==> config.mk <==
export PLATFORM = sky130hd
export DESIGN_NAME = decoder_scan_nx_flat
export DESIGN_NICKNAME = d
export VERILOG_FILES = /design/src/rtl/decoder_scan_nx_if.sv /design/src/rtl/decoder_scan_nx.sv /design/src/flat_wrapper.sv
export SDC_FILE = /design/constraint.sdc
export NUM_CORES = 1
export LEC_CHECK = 0
export CAP_MARGIN = 10
export CORE_MARGIN = 4
export CORE_UTILIZATION = 25
export CTS_CLUSTER_DIAMETER = 150
export CTS_CLUSTER_SIZE = 30
export DETAILED_ROUTE_END_ITERATION = 8
export HOLD_SLACK_MARGIN = 0.12
export SETUP_SLACK_MARGIN = 0.15
export SLEW_MARGIN = 20
export SYNTH_ARGS = -nofsm -noshare
export SYNTH_HDL_FRONTEND = slang
export SYNTH_SLANG_ARGS = --single-unit
==> constraint.sdc <==
create_clock -name i_clk -period 1.7 [get_ports i_clk]
set_input_delay 0.255 -clock i_clk [delete_from_list [all_inputs] [get_ports i_clk]]
set_output_delay 0.255 -clock i_clk [all_outputs]
set_load 0.03 [all_outputs]
==> src/rtl/decoder_scan_nx_if.sv <==
// Bus bundle for decoder_scan_nx: address/enable/mode/hold in, decoded lines and scan status out.
// The i_/o_ prefixes are from the point of view of the decoder (slave).
interface decoder_scan_nx_if #(
  parameter int ADDR_W = 3
) ();
  logic [ADDR_W-1:0]      i_data_in;
  logic [3:1]             i_enable;
  logic                   i_mode;
  logic                   i_hold;
  logic [2**ADDR_W-1:0]   o_eq;
  logic [ADDR_W-1:0]      o_scan_addr;
  logic                   o_wrap;

  modport master (
    output i_data_in, i_enable, i_mode, i_hold,
    input  o_eq, o_scan_addr, o_wrap
  );

  modport slave (
    input  i_data_in, i_enable, i_mode, i_hold,
    output o_eq, o_scan_addr, o_wrap
  );
endinterface

==> src/rtl/decoder_scan_nx.sv <==
// Registered active-low one-hot line decoder with an optional auto-scan mode:
// a prescaled address counter walks 0..SCAN_LAST with post-step dead-time blanking.
module decoder_scan_nx #(
  parameter int ADDR_W    = 3,
  parameter int SCAN_DIV  = 4,
  parameter int SCAN_LAST = 2**ADDR_W-1,
  parameter int DEAD      = 1
) (
  input  logic             i_clk,
  input  logic             i_rst,
  decoder_scan_nx_if.slave io_bus
);
  localparam int OUT_W = 2**ADDR_W;
  localparam int PRE_W = (SCAN_DIV > 1) ? $clog2(SCAN_DIV) : 1;
  localparam int DED_W = (DEAD > 0) ? $clog2(DEAD+1) : 1;

  localparam logic [PRE_W-1:0]  PRE_TOP   = PRE_W'(SCAN_DIV-1);
  localparam logic [ADDR_W-1:0] ADDR_LAST = ADDR_W'(SCAN_LAST);
  localparam logic [DED_W-1:0]  DEAD_LD   = DED_W'(DEAD);

  logic [PRE_W-1:0]  r_presc;
  logic [ADDR_W-1:0] r_scan_addr;
  logic [DED_W-1:0]  r_dead;
  logic [OUT_W-1:0]  r_eq;
  logic              r_wrap;

  logic              w_en;
  logic              w_tick;
  logic [PRE_W-1:0]  w_presc_next;
  logic [ADDR_W-1:0] w_addr_next;
  logic [DED_W-1:0]  w_dead_next;
  logic              w_wrap_next;
  logic [ADDR_W-1:0] w_sel_next;
  logic [OUT_W-1:0]  w_eq_next;

  assign w_en   = io_bus.i_enable[1] & ~io_bus.i_enable[2] & ~io_bus.i_enable[3];
  assign w_tick = io_bus.i_mode & (r_presc == PRE_TOP) & ~io_bus.i_hold;

  always_comb begin
    w_presc_next = '0;
    w_addr_next  = '0;
    w_dead_next  = '0;
    w_wrap_next  = 1'b0;
    w_sel_next   = io_bus.i_data_in;
    if (io_bus.i_mode) begin
      if (w_tick) begin
        w_presc_next = '0;
        w_addr_next  = (r_scan_addr == ADDR_LAST) ? '0 : r_scan_addr + ADDR_W'(1);
        w_dead_next  = DEAD_LD;
        w_wrap_next  = (r_scan_addr == ADDR_LAST);
      end else begin
        // Hold freezes the step timing only; blanking keeps draining.
        w_presc_next = io_bus.i_hold ? r_presc : r_presc + PRE_W'(1);
        w_addr_next  = r_scan_addr;
        w_dead_next  = (r_dead != '0) ? r_dead - DED_W'(1) : '0;
        w_wrap_next  = 1'b0;
      end
      w_sel_next = w_addr_next;
    end
  end

  always_comb begin
    w_eq_next = '1;
    if (w_en && (w_dead_next == '0)) begin
      w_eq_next = ~(OUT_W'(1) << w_sel_next);
    end
  end

  always_ff @(posedge i_clk or posedge i_rst) begin
    if (i_rst) begin
      r_presc     <= '0;
      r_scan_addr <= '0;
      r_dead      <= '0;
      r_eq        <= '1;
      r_wrap      <= 1'b0;
    end else begin
      r_presc     <= w_presc_next;
      r_scan_addr <= w_addr_next;
      r_dead      <= w_dead_next;
      r_eq        <= w_eq_next;
      r_wrap      <= w_wrap_next;
    end
  end

  assign io_bus.o_eq        = r_eq;
  assign io_bus.o_scan_addr = r_scan_addr;
  assign io_bus.o_wrap      = r_wrap;
endmodule

==> src/flat_wrapper.sv <==
// flat-port wrapper written by rule: the top's interface ports become plain ports
module decoder_scan_nx_flat 
#(
  parameter int ADDR_W    = 3,
  parameter int SCAN_DIV  = 4,
  parameter int SCAN_LAST = 2**ADDR_W-1,
  parameter int DEAD      = 1
)
  (i_clk, i_rst, io_bus_i_data_in, io_bus_i_enable, io_bus_i_mode, io_bus_i_hold, io_bus_o_eq, io_bus_o_scan_addr, io_bus_o_wrap);
  decoder_scan_nx_if #(.ADDR_W(ADDR_W)) io_bus_i ();
  input  logic i_clk;
  input  logic i_rst;
  input wire logic [$bits(io_bus_i.i_data_in)-1:0] io_bus_i_data_in;
  input wire logic [$bits(io_bus_i.i_enable)-1:0] io_bus_i_enable;
  input wire logic [$bits(io_bus_i.i_mode)-1:0] io_bus_i_mode;
  input wire logic [$bits(io_bus_i.i_hold)-1:0] io_bus_i_hold;
  output wire logic [$bits(io_bus_i.o_eq)-1:0] io_bus_o_eq;
  output wire logic [$bits(io_bus_i.o_scan_addr)-1:0] io_bus_o_scan_addr;
  output wire logic [$bits(io_bus_i.o_wrap)-1:0] io_bus_o_wrap;
  assign io_bus_i.i_data_in = io_bus_i_data_in;
  assign io_bus_i.i_enable = io_bus_i_enable;
  assign io_bus_i.i_mode = io_bus_i_mode;
  assign io_bus_i.i_hold = io_bus_i_hold;
  assign io_bus_o_eq = io_bus_i.o_eq;
  assign io_bus_o_scan_addr = io_bus_i.o_scan_addr;
  assign io_bus_o_wrap = io_bus_i.o_wrap;
  decoder_scan_nx #(.ADDR_W(ADDR_W), .SCAN_DIV(SCAN_DIV), .SCAN_LAST(SCAN_LAST), .DEAD(DEAD)) u_core (.i_clk(i_clk), .i_rst(i_rst), .io_bus(io_bus_i));
endmodule
==> implementation parameters <==
Parameter                              Value

Status
  Status ... finished, final reports clean

Global route
  Maximum number of pins on one net before global-route repair ... 15
  Vias in the first global route ... between 500 and 600
  Antenna violations before repair ... 0
  Total routing resource utilization after global routing ... 9.53%
  First-pass GRT wire length ... around 2400 um
  GR Overflow Total ... 0

Cells and area
  Fraction of layout instances using a drive strength above 1 ... between 40% and 50%
  Inserted Diodes ... 0
  Final core utilization ... between 40 and 50%
  Final std cells w/o fill ... around 130
  Nets ... around 110
  Area delta synth->final ... 66.7%

Timing
  Slew at the pin closest to its max-slew limit ... approximately 0.5 ns
  Final worst slack ... a little under 0.05 ns
  Final setup violation count ... 0
  Hold slack final ... 0.291 ns
  Final Max Slew Viols ... 0
  Min Tclk post-route ... approximately 1.7 ns
  Final setup TNS ... 0 ns
  Final hold viol count ... 0
  Final worst clock skew ... approximately 0.012 ns
  Max_slew headroom ... between 60% and 70%
  Period utilization ... ~100%
  Highest attainable clock frequency ... 606 MHz
  Setup repair after global routing missed its margin ... true

Yosys
  Area of the mapped netlist ... about 660 sq um
  Share of synthesized area occupied by flip-flops and latches ... 54.2%
  Distinct cell type count of the synthesized netlist ... 27
  Number of cells produced by synthesis ... 56
  Post-Syn Nets ... 69
  Mapped Avg Cell Area ... around 12 sq um
  Flip-flop and latch count after synthesis ... 14
  Warnings from Yosys ... 0

Setup path
  Arrival time reported for the critical path endpoint ... between 1.5 and 2 ns
  Minimum setup slack among reg-to-reg paths ... 0.05 ns
  Critical path class ... flop to flop
  R2R cell count ... 6
  Worst setup path startpoint ... u_core.r_presc[0]$_DFFE_PP0P_
  Worst reg2reg endpoint ... u_core.io_bus.o_eq[0]$_DFF_PP1_
  Critical Path RT ... 1.90 ns
  Element type at the critical path start ... flop
  Largest driver fanout on the critical path ... 3
  Critical R2R Launch ... u_core.r_presc[0]$_DFFE_PP0P_
  Crit path to ... u_core.io_bus.o_eq[0]$_DFF_PP1_
  Nature of the critical path endpoint ... flop

Routing
  Via count normalized by instance count ... roughly 4.4
  Wirelength, routed ... between 1500 and 2000 um
  Via Count ... 560
  DRT antenna net count ... 0
  Number of remaining DRC errors ... 0
  Wire length per cell ... between 10 and 15 um
  Drt pass-1 iters ... 2
  Starting DRT DRC Count ... 2

Pwr
  Maximum vdd drop ... ~0.58 mV
  Leakage power summed over all cells ... between 0.4 and 0.5 nW
  Power density over cell area ... 625 nW/um^2

Die
  Total I/O pin count ... 22
  Core Rows ... 18
  Die W ... 59.6 um
  Die area ... roughly 3500 sq um
  Initial Utilization ... roughly a quarter
  Chip height ... 59.6 um
  Core Area ... about 2500 sq um

Clocking
  CTS tree ... done
  # hold bufs at CTS ... 0
  Number of buffers inserted during clock tree synthesis ... 3
  Worst-skew pair later-pin latency ... about 0.28 ns
  CTS H-tree lvls ... 1
  Clock Tree Buf Depth ... 2
  Number of clock sinks ... 14
  Clock tree root buffer cell ... clkbuf_4
  Clock-pin slew on the worst setup and hold paths ... ~0.090 ns

Placed design
  Placed wire-length estimate ... approximately 1100 um
  Last weighted congestion value of the routability-driven placer ... 0.659
  Pre-CTS setup slack ... -0.232 ns
  Placed instance count ... about 120
  IO buf count ... 21

Worst hold path
  Path type of the worst min-delay path ... input port to async pin

Flow run
  Count of maximum capacitance violations ... 0
-- power breakdown --
group / total [mW] / switching, mW / internal [mW] / leakage [nW]
combinational: 0.108 / 0.0465 / 0.0619 / 0.294
sequential: 0.344 / 0.00322 / 0.341 / 0.163
clock: 0.240 / 0.109 / 0.130 / 0.0210
total: 0.692 / 0.159 / 0.533 / 0.478
-- flip-flops by register name (all words and copies together), names as in the netlist --
name / cells
u_core.io_bus.o_eq: 8
u_core.r_presc: 2
u_core.io_bus.o_wrap: 1
u_core.io_bus.o_scan_addr: 3
-- critical path: stages, from the launching register on --
cell and delay, ns:
dfrtp_1 0.40, ha_2 0.21, buf_6 0.12, and4b_4 0.20, a311oi_4 0.24, inv_2 0.06, or3b_1 0.35
-- cell type report --
class | instances | area, sq um
inverters | 2 | 7.51
clock buffers | 4 | 36.3
fillers | 250 | 1390
multi-input cells | 39 | 325
flip-flops and latches | 14 | 363
repair buffers | 38 | 338
well taps | 30 | 37.5
-- synthesized netlist by cell type --
master / count / share of area [%]
a21boi_0: 1 / 1.1
a21oi_1: 2 / 1.5
a21oi_2: 1 / 1.3
a22oi_1: 1 / 1.1
a311oi_2: 1 / 2.3
a31o_2: 1 / 1.3
and3_1: 1 / 0.94
and4b_4: 1 / 2.1
buf_6: 1 / 1.7
dfrtp_1: 6 / 23
dfstp_2: 8 / 32
ha_1: 3 / 5.7
inv_1: 1 / 0.56
inv_2: 1 / 0.56
mux2i_1: 1 / 1.5
nand2_1: 3 / 1.7
nand2b_1: 1 / 0.94
nand2b_2: 1 / 1.3
nand3_1: 5 / 3.8
nand3b_1: 3 / 3.4
nor2_1: 3 / 1.7
nor2b_1: 5 / 4.7
nor3_1: 1 / 0.75
o31ai_2: 1 / 1.9
or3_1: 1 / 0.94
or3b_1: 1 / 1.3
or3b_4: 1 / 1.7
-- how the worst min path moves through the flow --
stage                                             start                                endpoint  slack, ns  depth (start not counted)
after floorplan                                   i_rst  u_core.io_bus.o_scan_addr[2]$_DFF_PP0_       0.14                          1
after global placement    u_core.r_presc[1]$_DFFE_PP0P_           u_core.r_presc[1]$_DFFE_PP0P_       0.55                          2
after detailed placement  u_core.r_presc[1]$_DFFE_PP0P_           u_core.r_presc[1]$_DFFE_PP0P_       0.56                          2
after CTS                                         i_rst           u_core.r_presc[0]$_DFFE_PP0P_       0.31                          2
after global routing                              i_rst           u_core.r_presc[0]$_DFFE_PP0P_       0.34                          2
final                                             i_rst           u_core.r_presc[0]$_DFFE_PP0P_       0.29                          2
-- kinds of logic after synthesis --
kind of cell    after synthesis  synth area share (%)
compound gates                8                  10.5
buf+inv                       3                  2.82
flops                        14                  54.2
simple gates                 27                  25.2
mux                           1                  1.51
fa+ha+maj                     3                  5.65
-- what timing repair did --
action / in CTS / in global routing
setup buffers: 0 / 4
hold endpoints to repair: 0 / 0
pin swaps: 0 / 3
setup endpoints to repair: 19 / 9
cloned: 0 / 0
resized for setup: 13 / 10
-- routing by layer --
layer | GRT usage [%] | vias up | share of wire, %
met3 | 4.79 | 2 | 8.7
met2 | 16.2 | 16 | 54
met4 | 2.85 | 0 | 0.73
li1 | - | 281 | -
met1 | 10.3 | 261 | 37
met5 | 0 | - | 0
-- cells in the final DEF, fill, tap and decap left out, drive strengths merged --
master / netlist / final
a22oi: 1 / 1
nand2b: 2 / 2
a31o: 1 / 1
nor2b: 5 / 5
and3: 1 / 1
nand2: 3 / 3
clkdlybuf4s50: 0 / 9
mux2i: 1 / 1
or3b: 2 / 2
clkbuf: 0 / 4
a21boi: 1 / 1
and4b: 1 / 1
buf: 1 / 17
o31ai: 1 / 1
a21oi: 3 / 3
or3: 1 / 1
nor2: 3 / 3
dlygate4sd2: 0 / 11
dfstp: 8 / 8
dlymetal6s2s: 0 / 1
nor3: 1 / 1
a311oi: 1 / 1
dfrtp: 6 / 6
inv: 2 / 2
ha: 3 / 3
nand3: 5 / 5
nand3b: 3 / 3
-- stage by stage --
step                      power (mW)  instance area, sq um
after floorplan                0.394                   678
after global placement         0.443                  1010
after detailed placement       0.445                  1010
final                          0.692                  1110
after global routing           0.732                  1110
after CTS                      0.686                  1040
(Power assumes the default switching activity.)
